==> src/rtl/mt9v034_sync_pkg.sv <==
// Shared definitions for the MT9V034 embedded-sync decoder.
//   sync_state_t : per-lane framing state (vertical blank, horizontal blank, active line)
//   sync_code_t  : code word recognised on the incoming word (NONE when no sync pattern)
//   word_tag_t   : attributes attached to every word as it enters a lane's delay line
//   code_*()     : sync code values for a given channel word width
package mt9v034_sync_pkg;

  typedef enum logic [1:0] {
    ST_VBLANK = 2'd0,
    ST_HBLANK = 2'd1,
    ST_ACTIVE = 2'd2
  } sync_state_t;

  typedef enum logic [2:0] {
    CODE_NONE = 3'd0,
    CODE_FS   = 3'd1,
    CODE_FE   = 3'd2,
    CODE_LS   = 3'd3,
    CODE_LE   = 3'd4
  } sync_code_t;

  typedef struct packed {
    logic kill;    // word belongs to a sync sequence and must be blanked
    logic active;  // word entered while the lane was inside an active line
    logic lv;      // line valid
    logic fv;      // frame valid
  } word_tag_t;

  localparam int PIX_CNT_W  = 12;
  localparam int LINE_CNT_W = 11;

  // The two preamble words (ONES, ZERO) that precede LE are counted as
  // active when they enter, before the LE word reveals them as sync.
  localparam int PREAMBLE_LEN = 2;

  function automatic logic [15:0] code_ones(input int width);
    return 16'((32'd1 << width) - 32'd1);
  endfunction

  function automatic logic [15:0] code_fe(input int width);
    return code_ones(width) - 16'd1;
  endfunction

  function automatic logic [15:0] code_ls(input int width);
    return (width > 0) ? 16'd1 : 16'd0;
  endfunction

  function automatic logic [15:0] code_le(input int width);
    return (width > 0) ? 16'd0 : 16'd0;
  endfunction

  function automatic word_tag_t mark_kill(input word_tag_t t, input logic k);
    word_tag_t r;
    r      = t;
    r.kill = t.kill | k;
    return r;
  endfunction

endpackage

==> src/rtl/mt9v034_sync_channel.sv <==
// One lane of the embedded-sync decoder.
//   pxclk, reset      : clock, synchronous active-high reset
//   push              : a new word is present on word_in
//   word_in           : deserialised channel word
//   err_clear         : clears the sticky error flags
//   out_data/active/lv/fv : registered word leaving the 3-deep delay line
//   code, code_det    : code decoded on the incoming word (for the lockstep check)
//   frame_done        : legal FE seen (only when COUNT_FRAMES is set)
//   sync_error        : sticky, illegal sync sequence
//   size_error        : sticky, pixel or line count mismatch
module mt9v034_sync_channel
  import mt9v034_sync_pkg::*;
#(
  parameter int INPUT_BIT_WIDTH = 8,
  parameter int VIDEO_BIT_WIDTH = 8,
  parameter int FRAME_WIDTH     = 752,
  parameter int FRAME_HEIGHT    = 480,
  parameter bit COUNT_FRAMES    = 1'b0
) (
  input  logic                       pxclk,
  input  logic                       reset,
  input  logic                       push,
  input  logic [INPUT_BIT_WIDTH-1:0] word_in,
  input  logic                       err_clear,
  output logic [VIDEO_BIT_WIDTH-1:0] out_data,
  output logic                       out_active,
  output logic                       out_lv,
  output logic                       out_fv,
  output sync_code_t                 code,
  output logic                       code_det,
  output logic                       frame_done,
  output logic                       sync_error,
  output logic                       size_error
);

  localparam int IBW = INPUT_BIT_WIDTH;
  localparam int VBW = VIDEO_BIT_WIDTH;

  localparam logic [IBW-1:0] W_ONES = IBW'(code_ones(IBW));
  localparam logic [IBW-1:0] W_ZERO = '0;
  localparam logic [IBW-1:0] W_FS   = W_ONES;
  localparam logic [IBW-1:0] W_FE   = IBW'(code_fe(IBW));
  localparam logic [IBW-1:0] W_LS   = IBW'(code_ls(IBW));
  localparam logic [IBW-1:0] W_LE   = IBW'(code_le(IBW));

  localparam logic [PIX_CNT_W-1:0]  PIX_AT_LE  = PIX_CNT_W'(FRAME_WIDTH + PREAMBLE_LEN);
  localparam logic [LINE_CNT_W-1:0] LINE_AT_FE = LINE_CNT_W'(FRAME_HEIGHT);

  sync_state_t state, state_nx;

  // dly_*[0] is the newest word, dly_*[2] the oldest.
  logic [IBW-1:0] dly_data [3];
  word_tag_t      dly_tag  [3];
  word_tag_t      in_tag;

  logic [PIX_CNT_W-1:0]  pix_cnt;
  logic [LINE_CNT_W-1:0] line_cnt;

  logic sync_err_set, size_err_set, fe_ok;
  logic pix_clr, line_clr, line_inc;

  // Sync detection looks at the two buffered words plus the incoming one.
  always_comb begin
    // NOTE: every combinational output gets a default first so no path leaves it unassigned (no latch).
    code = CODE_NONE;
    if (dly_data[1] == W_ONES && dly_data[0] == W_ZERO) begin
      if      (word_in == W_FS) code = CODE_FS;
      else if (word_in == W_FE) code = CODE_FE;
      else if (word_in == W_LS) code = CODE_LS;
      else if (word_in == W_LE) code = CODE_LE;
    end
  end

  assign code_det = push && (code != CODE_NONE);

  assign in_tag = '{kill:   code_det,
                    active: (state == ST_ACTIVE) && !code_det,
                    lv:     (state == ST_ACTIVE),
                    fv:     (state != ST_VBLANK)};

  // Next-state: a code always moves the lane to the code's target state;
  // arriving from the wrong state flags a sync error (resync).
  always_comb begin
    state_nx     = state;
    sync_err_set = 1'b0;
    size_err_set = 1'b0;
    fe_ok        = 1'b0;
    pix_clr      = 1'b0;
    line_clr     = 1'b0;
    line_inc     = 1'b0;
    if (code_det) begin
      case (code)
        CODE_FS: begin
          state_nx = ST_HBLANK;
          line_clr = 1'b1;
          if (state != ST_VBLANK) sync_err_set = 1'b1;
        end
        CODE_LS: begin
          state_nx = ST_ACTIVE;
          pix_clr  = 1'b1;
          if (state != ST_HBLANK) sync_err_set = 1'b1;
        end
        CODE_LE: begin
          state_nx = ST_HBLANK;
          if (state != ST_ACTIVE) begin
            sync_err_set = 1'b1;
          end else begin
            line_inc = 1'b1;
            if (pix_cnt != PIX_AT_LE) size_err_set = 1'b1;
          end
        end
        CODE_FE: begin
          state_nx = ST_VBLANK;
          if (state != ST_HBLANK) begin
            sync_err_set = 1'b1;
          end else begin
            fe_ok = 1'b1;
            if (line_cnt != LINE_AT_FE) size_err_set = 1'b1;
          end
        end
        default: ;
      endcase
    end
  end

  assign frame_done = COUNT_FRAMES && fe_ok;

  always_ff @(posedge pxclk) begin
    if (reset) state <= ST_VBLANK;
    else       state <= state_nx;
  end

  always_ff @(posedge pxclk) begin
    if (reset) begin
      // NOTE: the delay line is reset as well, so a mid-frame reset cannot leak stale words to the output.
      for (int i = 0; i < 3; i++) begin
        dly_data[i] <= '0;
        dly_tag[i]  <= '0;
      end
      out_data   <= '0;
      out_active <= 1'b0;
      out_lv     <= 1'b0;
      out_fv     <= 1'b0;
      pix_cnt    <= '0;
      line_cnt   <= '0;
      sync_error <= 1'b0;
      size_error <= 1'b0;
    end else begin
      if (push) begin
        // NOTE: non-blocking assignments let the whole shift happen from the pre-edge values.
        dly_data[0] <= word_in;
        dly_data[1] <= dly_data[0];
        dly_data[2] <= dly_data[1];
        dly_tag[0]  <= in_tag;
        dly_tag[1]  <= mark_kill(dly_tag[0], code_det);
        dly_tag[2]  <= mark_kill(dly_tag[1], code_det);

        out_data   <= dly_tag[2].kill ? '0 : dly_data[2][IBW-1 -: VBW];
        out_active <= dly_tag[2].active & ~dly_tag[2].kill;
        out_lv     <= dly_tag[2].lv;
        out_fv     <= dly_tag[2].fv;

        if (pix_clr)
          pix_cnt <= '0;
        else if (state == ST_ACTIVE && !code_det && pix_cnt != '1)
          pix_cnt <= pix_cnt + 1'b1;

        if (line_clr)
          line_cnt <= '0;
        else if (line_inc && line_cnt != '1)
          line_cnt <= line_cnt + 1'b1;
      end
      // A new error in the same cycle as err_clear keeps the flag set.
      sync_error <= (sync_error & ~err_clear) | sync_err_set;
      size_error <= (size_error & ~err_clear) | size_err_set;
    end
  end

endmodule

==> src/rtl/mt9v034_multi_sync_decoder.sv <==
// N-channel embedded-sync decoder for MT9V034 LVDS streams.
//   pxclk, reset       : pixel clock, synchronous active-high reset
//   rx_data_valid      : payload qualifier, common to all channels
//   rx_data_payload    : channel c at [c*INPUT_BIT_WIDTH +: INPUT_BIT_WIDTH]
//   err_clear          : clears all sticky error flags
//   pixel_data_valid   : output word strobe
//   vid_data           : channel c at [c*VIDEO_BIT_WIDTH +: VIDEO_BIT_WIDTH]
//   vid_active_video, vid_hblank, vid_vblank : per-channel video timing
//   frame_count        : completed frames on channel 0
//   sync_error, size_error : per-channel sticky flags
//   skew_error         : sticky, channels decoded different codes on the same word
module mt9v034_multi_sync_decoder
  import mt9v034_sync_pkg::*;
#(
  parameter int NUM_CHANNELS    = 2,
  parameter int INPUT_BIT_WIDTH = 8,
  parameter int VIDEO_BIT_WIDTH = 8,
  parameter int FRAME_WIDTH     = 752,
  parameter int FRAME_HEIGHT    = 480
) (
  input  logic                                    pxclk,
  input  logic                                    reset,
  input  logic                                    rx_data_valid,
  input  logic [NUM_CHANNELS*INPUT_BIT_WIDTH-1:0] rx_data_payload,
  input  logic                                    err_clear,
  output logic                                    pixel_data_valid,
  output logic [NUM_CHANNELS*VIDEO_BIT_WIDTH-1:0] vid_data,
  output logic [NUM_CHANNELS-1:0]                 vid_active_video,
  output logic [NUM_CHANNELS-1:0]                 vid_hblank,
  output logic [NUM_CHANNELS-1:0]                 vid_vblank,
  output logic [15:0]                             frame_count,
  output logic [NUM_CHANNELS-1:0]                 sync_error,
  output logic [NUM_CHANNELS-1:0]                 size_error,
  output logic                                    skew_error
);

  localparam int IBW = INPUT_BIT_WIDTH;
  localparam int VBW = VIDEO_BIT_WIDTH;

  logic [NUM_CHANNELS-1:0] ch_det, ch_done, ch_lv, ch_fv;
  sync_code_t              ch_code [NUM_CHANNELS];
  logic                    skew_mismatch, skew_hit;

  for (genvar c = 0; c < NUM_CHANNELS; c++) begin : g_lane
    // Only lane 0 reports frame completion, so ORing the strobes below
    // yields channel 0's FE.
    mt9v034_sync_channel #(
      .INPUT_BIT_WIDTH (IBW),
      .VIDEO_BIT_WIDTH (VBW),
      .FRAME_WIDTH     (FRAME_WIDTH),
      .FRAME_HEIGHT    (FRAME_HEIGHT),
      .COUNT_FRAMES    (c == 0)
    ) u_lane (
      .pxclk      (pxclk),
      .reset      (reset),
      .push       (rx_data_valid),
      .word_in    (rx_data_payload[c*IBW +: IBW]),
      .err_clear  (err_clear),
      .out_data   (vid_data[c*VBW +: VBW]),
      .out_active (vid_active_video[c]),
      .out_lv     (ch_lv[c]),
      .out_fv     (ch_fv[c]),
      .code       (ch_code[c]),
      .code_det   (ch_det[c]),
      .frame_done (ch_done[c]),
      .sync_error (sync_error[c]),
      .size_error (size_error[c])
    );
  end

  assign vid_hblank = ~ch_lv;
  assign vid_vblank = ~ch_fv;

  // On a word where any lane sees a code, every lane must see that same code
  // (a lane with no code reports CODE_NONE and therefore mismatches).
  always_comb begin
    skew_mismatch = 1'b0;
    for (int c = 1; c < NUM_CHANNELS; c++) begin
      if (ch_code[c] != ch_code[0]) skew_mismatch = 1'b1;
    end
  end

  assign skew_hit = (|ch_det) && skew_mismatch;

  always_ff @(posedge pxclk) begin
    if (reset) begin
      pixel_data_valid <= 1'b0;
      frame_count      <= '0;
      skew_error       <= 1'b0;
    end else begin
      pixel_data_valid <= rx_data_valid;
      if (|ch_done) frame_count <= frame_count + 16'd1;
      skew_error <= (skew_error & ~err_clear) | skew_hit;
    end
  end

endmodule

==> config.mk <==
export PLATFORM = sky130hd
export DESIGN_NAME = mt9v034_multi_sync_decoder
export DESIGN_NICKNAME = d
export VERILOG_FILES = /design/src/rtl/mt9v034_sync_pkg.sv /design/src/rtl/mt9v034_sync_channel.sv /design/src/rtl/mt9v034_multi_sync_decoder.sv
export SDC_FILE = /design/constraint.sdc
export NUM_CORES = 1
export LEC_CHECK = 0
export ABC_AREA = 1
export CAP_MARGIN = 15
export CELL_PAD_IN_SITES_DETAIL_PLACEMENT = 1
export CELL_PAD_IN_SITES_GLOBAL_PLACEMENT = 2
export CORE_MARGIN = 3
export CORE_UTILIZATION = 39
export CTS_BUF_LIST = sky130_fd_sc_hd__clkbuf_4
export DETAILED_ROUTE_END_ITERATION = 6
export PLACE_DENSITY = 0.94
export REMOVE_ABC_BUFFERS = 1
export SYNTH_ARGS = -nofsm -noshare
export SYNTH_HDL_FRONTEND = slang
export SYNTH_SLANG_ARGS = --single-unit
==> constraint.sdc <==
create_clock -name pxclk -period 7.2 [get_ports pxclk]
set_input_delay 2.16 -clock pxclk [delete_from_list [all_inputs] [get_ports pxclk]]
set_output_delay 2.16 -clock pxclk [all_outputs]
set_load 0.005 [all_outputs]
==> out/qor.yml, run 1 <==
status: "complete, no violations"
drc_errors: 0
rows: 53
syn_area_mm2: 0.00842
first_global_vias: 7047
cts_buffers: 17
synth_edf_count: 72
finalHoldViolations: 0
power.density_mw_per_mm2: 179
wire_per_inst_um: 14.5
async_flop_share_pct: 0
critical_path_class: "in2reg"
critPathArrivalTime_ps: 4400
power.leakage_nw: 3.84
hold_path.class: "reg2reg"
use_met3_pct: 3.26
grt_max_degree: 77
fin_area_mm2: 0.00948
cts_max_path_buffers: 2
grt_setup_unrepaired: "false"
ys_seq_area_share_pct: 48.0
antenna_found_initial: 0
setup_viol: 0
dpl_cell_area_mm2: 0.00918
final_util_pct: 45.0
cap_violations: 0
synth.distinct_cells: 42
wl_um: 20300
ys_warn_count: 0
cts_sinks: 166
ys_ff_latch: 166
required_ps: 7420
nets: 1144
post-route-period-util_pct: 58.0
slew_headroom_pct: 33.9
dr.pass1.iters: 5
startpoint_type: "input pin"
htreeDepth: 4
tns_ps: 0
via_per_inst: 4.98
peakVddDrop_mv: 0.0797
io_pins: 64
postSynthCellCount: 1071
end_kind: "flop"
cts_hold_buf: 0
io_buffers: 63
fp.dieW_um: 153
dieHeight_um: 153
place_ws_ps: 2340
gr-usage-all-layers_pct: 17.5
grt_busiest_layer: "met2"
routabilityCongestion: 0.799
drtAntennaViolNets: 0
global_route.usage.met2_pct: 31.3
period_minus_slack_ps: 4170
ctsResizeCount: 0
num_antenna_cells: 0
max_freq_mhz: 240
coreArea_mm2: 0.0211
crit_fanout: 76
dieArea_mm2: 0.0234
clk_pin_slew_ps: 160
cts_setup_buffers: 0
finClkSkew_ps: 29.3
grt_pass1_wl_um: 34300
avgSynthCellArea_um2: 7.86
worstPathCellList: "clkdlybuf4s50_1 > buf_4 > inv_1 > nand2_4"
insertion_delay_ps: 590
areaGrowthSynthToFinish_pct: 12.7
cts-root-buf: "clkbuf_4"
start_util_pct: 39.9
cts_tree: "built"
layout_setup_ws_ps: 3030
vias: 6984
drive_above_1_share_pct: 7.09
critPathSlowestCell: "nand2_4"
use_met1_pct: 21.8
timing.hold.ws_ps: 476
synth_flop_cell: "dfxtp_1"
dpl.hpwl_um: 14400
grt_overflow: 0
drt-initial-drc-count: 298
worst_pin_slew_ps: 991
cp_slowest_stage_delay_ps: 880
slew_viol_final: 0
through the flow:
step	power, mW	cells
final	1.69	1403
after global routing	1.77	1403
after CTS	1.71	1403
after detailed placement	1.15	1371
after global placement	1.14	1371
after floorplan	1.09	1028
state kept, by name, indices dropped and copies added, names as in the netlist:
signal,flops
pixel_data_valid,1
g_lane.u_lane.pix_cnt,24
g_lane.u_lane.out_active,2
g_lane.u_lane.dly_data,48
g_lane.u_lane.dly_tag,24
frame_count,16
g_lane.u_lane.out_lv,2
skew_error,1
g_lane.u_lane.size_error,2
g_lane.u_lane.line_cnt,22
g_lane.u_lane.sync_error,2
g_lane.u_lane.out_fv,2
g_lane.u_lane.state,4
g_lane.u_lane.out_data,16
critical path, delay by kind of cell:
kind	cells	cell delay, ps
buffers and inverters	3	1310
and+or+nand+nor	1	880
path summary, 6_finish.rpt:
path	start	to	slack (ps)	depth (start not counted)
worst max-delay path	rx_data_valid	g_lane[0].u_lane.dly_tag[0][0]$_SDFFCE_PN0P_	3030	4
worst min-delay path	skew_error$_SDFF_PP0_	skew_error$_SDFF_PP0_	480	2
worst max register to register	g_lane[0].u_lane.dly_data[0][4]$_SDFFCE_PN0P_	g_lane[0].u_lane.line_cnt[5]$_SDFFE_PP0P_	4620	10
worst min register to register	skew_error$_SDFF_PP0_	skew_error$_SDFF_PP0_	480	2
power by group:
part	leakage [nW]	switching, mW	total (mW)	internal, mW
Sequential	1.55	0.0122	1.03	1.01
Combinational	2.13	0.0633	0.0961	0.0328
Clock	0.163	0.407	0.571	0.164
Total	3.84	0.482	1.69	1.21
placed cells by master, fill, tap and decap left out, types with 3 or more instances in the layout:
cell             instances
a21oi_1                 60
buf_4                    5
clkbuf_4                17
clkdlybuf4s50_1         63
clkinv_1                 4
clkinv_8                 5
dfxtp_1                 94
edfxtp_1                72
ha_1                     9
inv_1                  149
inv_2                    9
inv_6                    3
inv_8                    4
nand2_1                179
nand2_2                  9
nand2_4                  4
nand3_1                128
nand3_2                  5
nand3b_1                 3
nand4_1                 24
nor2_1                 160
nor2_2                   5
nor3_1                  20
nor4_1                   7
o21a_1                   3
o21ai_0                 18
o21ai_1                  9
xnor2_1                  7
xor2_1                  33
cell usage after synthesis (4+ instances only):
| master | count | area share [%] |
|---|---|---|
| clkbuf_1 | 18 | 0.80 |
| nand4_1 | 24 | 1.8 |
| xnor2_1 | 7 | 0.73 |
| nand2_1 | 180 | 8.0 |
| buf_2 | 7 | 0.42 |
| o21ai_1 | 9 | 0.54 |
| o21ai_0 | 18 | 1.1 |
| dfxtp_1 | 94 | 22 |
| buf_6 | 6 | 0.80 |
| buf_4 | 8 | 0.71 |
| nor2_1 | 160 | 7.1 |
| nand3_2 | 5 | 0.59 |
| nand3_1 | 128 | 7.6 |
| clkinv_1 | 4 | 0.18 |
| nor4_1 | 7 | 0.52 |
| nand2_2 | 9 | 0.67 |
| inv_1 | 149 | 6.6 |
| ha_1 | 9 | 1.3 |
| a21oi_1 | 60 | 3.6 |
| inv_2 | 9 | 0.40 |
| edfxtp_1 | 72 | 26 |
| nor3_1 | 20 | 1.2 |
| xor2_1 | 33 | 3.4 |
| nor2_2 | 5 | 0.37 |
layout make-up:
class                           count  area [um2]
Inverter                          162         608
Fill cell                        2609       11600
Timing Repair Buffer               68         668
Multi-Input combinational cell    700        3510
Sequential cell                   166        4040
Clock inverter                     15         176
Clock buffer                       17         128
Tap cell                          275         344
routing by layer:
layer	share of wire, %	wire length [um]
met3	2.5	502
met5	0	0
met4	0.98	199
met1	46	9330
met2	51	10300
cell families (layout without fill, tap and decap cells):
| kind of cell | Yosys count | count (layout) | synth area share [%] |
|---|---|---|---|
| flops | 166 | 166 | 48.0 |
| fa+ha+maj | 9 | 9 | 1.34 |
| xor+xnor | 40 | 40 | 4.16 |
| buf+inv | 205 | 262 | 10.3 |
| simple gates | 558 | 558 | 30.5 |
| compound gates | 93 | 93 | 5.71 |
No activity file was read; power rests on OpenSTA's default activity.
==> inputs of run 2 (changes only) <==
- CORE_UTILIZATION: 39 -> 33
- PLACE_DENSITY: 0.94 -> 0.85
- clock period: 7.2 -> 3.7 ns (I/O delays scaled with it)
==> out/qor.yml, run 2 (synthesized netlist as in run 1, its figures left out) <==
status: "complete, no violations"
worst_pin_slew_ps: 528  # -463 ps
layout_commonest_cell: "nand2_1"
dpl.hpwl_um: 14600  # +0.84%
r2r_cells: 9  # -1
cts_tree: "built"
critPathBufInv: 1  # -2
cts_buffers: 17  # unchanged
vias: 6935  # -0.70%
period_minus_slack_ps: 2750
wl_um: 20300  # -0.25%
ctsResizeCount: 0  # unchanged
io_buffers: 63  # unchanged
cts_setup_buffers: 0  # unchanged
critical_path_class: "reg2out"
dieHeight_um: 166  # +8.4%
tns_ps: 0  # unchanged
routabilityCongestion: 0.746  # -6.7%
fin_area_mm2: 0.00964  # +1.7%
cts-root-buf: "clkbuf_4"
io_pins: 64  # unchanged
dp_cells: 1429  # +4.2%
nets: 1153  # +0.79%
cts_hold_buf: 0  # unchanged
clk_pin_slew_ps: 160  # about the same
setup_viol: 0  # unchanged
drc_errors: 0  # unchanged
grt_pass1_wl_um: 34600  # +0.78%
wire_per_inst_um: 13.9  # -4.3%
cts_sinks: 166  # unchanged
antenna_found_initial: 1  # +1
fp.dieW_um: 166  # +8.4%
end_kind: "primary output"
slew_viol_final: 0  # unchanged
cap_violations: 0  # unchanged
place_ws_ps: 342  # -2000 ps
layout_setup_ws_ps: 949  # -2080 ps
dr.pass1.iters: 4  # -1
fin_cells: 1462  # +4.2%
regMostFlops: "g_lane.u_lane.dly_data"
first_global_vias: 7239  # +2.7%
final_cell_mix: "nand2_1 (179), nor2_1 (160), inv_1 (149)"
slew_headroom_pct: 64.8  # +31 points
coreArea_mm2: 0.0247  # +17%
power.density_mw_per_mm2: 350  # +96%
dieArea_mm2: 0.0275  # +17%
cp_slowest_stage_delay_ps: 560  # -320 ps
grt_max_degree: 43  # -44%
largest_register_ffs: 48  # unchanged
worstPathCellList: "clkdlybuf4s50_1"
crit_fanout: 6  # -92%
path_delay_family: "buffers and inverters"
finClkSkew_ps: 30.2  # +0.845 ps
startpoint_type: "flop"
drtAntennaViolNets: 0  # unchanged
rows: 57  # +7.5%
hold_path.class: "reg2reg"
critPathArrivalTime_ps: 1640  # -2760 ps
areaGrowthSynthToFinish_pct: 14.5
path_depth: 1  # -3
required_ps: 2590  # -4830 ps
cts_max_path_buffers: 2  # unchanged
top_regs: "g_lane.u_lane.dly_data: 48 flops, g_lane.u_lane.dly_tag: 24 flops, g_lane.u_lane.pix_cnt: 24 flops"
htreeDepth: 4  # unchanged
grt_overflow: 0  # unchanged
gr-usage-all-layers_pct: 15.0  # -2.5 points
via_per_inst: 4.74  # -4.7%
post-route-period-util_pct: 74.4
drive_above_1_share_pct: 7.74  # +0.65 points
peakVddDrop_mv: 0.227  # +180%
critPathSlowestCell: "clkdlybuf4s50_1"
finalHoldViolations: 0  # unchanged
start_util_pct: 34.1  # -5.8 points
max_freq_mhz: 363
dpl_cell_area_mm2: 0.00932  # +1.5%
grt_setup_unrepaired: "false"
power.leakage_nw: 3.89  # +1.3%
insertion_delay_ps: 590  # about the same
min_path_cells: 2  # unchanged
p_total_mw: 3.37  # +99%
drt-initial-drc-count: 243  # -18%
==> run 2: cell count changes in the layout (fill, tap and decap cells not counted), sizes merged <==
cell and delta:
buf +9, bufinv +2, inv -1, clkinv -2
clkinvlp +1, diode +1
==> run 2: where the power goes <==
group          internal (mW)  switching, mW
clock network          0.434          0.755
logic                 0.0679          0.122
registers               1.97         0.0222
==> run 2: area by class of cell <==
cell class | instances | area [um2]
fill | 3046 | 15000
sequential | 166 | 4040
multi-input combinational | 700 | 3510
timing repair buffer | 77 | 748
inverter | 162 | 608
tap | 324 | 405
clock inverter | 15 | 190
clock buffer | 17 | 128
antenna | 1 | 2.50
==> run 2: path summary, 6_finish.rpt <==
path                                                 startpoint                                   endpoint  slack, ps
setup reg to reg  g_lane[1].u_lane.dly_data[0][7]$_SDFFCE_PN0P_  g_lane[1].u_lane.line_cnt[2]$_SDFFE_PP0P_       1510
hold reg to reg    g_lane[0].u_lane.dly_tag[0][8]$_SDFFCE_PN0P_       g_lane[0].u_lane.out_fv$_SDFFE_PP0P_        480
hold / removal     g_lane[0].u_lane.dly_tag[0][8]$_SDFFCE_PN0P_       g_lane[0].u_lane.out_fv$_SDFFE_PP0P_        480
setup / recovery                    frame_count[3]$_SDFFE_PP0P_                             frame_count[3]        950
==> run 2: through the flow <==
| stage | utilization (%) | hold slack, ps |
|---|---|---|
| floorplan | - | 422 |
| global placement | 37.8 | 424 |
| detailed placement | 37.8 | 446 |
| CTS | 39.1 | 482 |
| global route | 39.1 | 503 |
| finish | 39.1 | 477 |
==> run 2: routing by layer <==
layer,GRT usage [%],vias to the layer above,routed length (um)
li1,-,3559,-
met1,18.3,3303,9240
met2,27.3,59,10300
met3,3.27,14,562
met4,3.25,0,151
met5,0,-,0
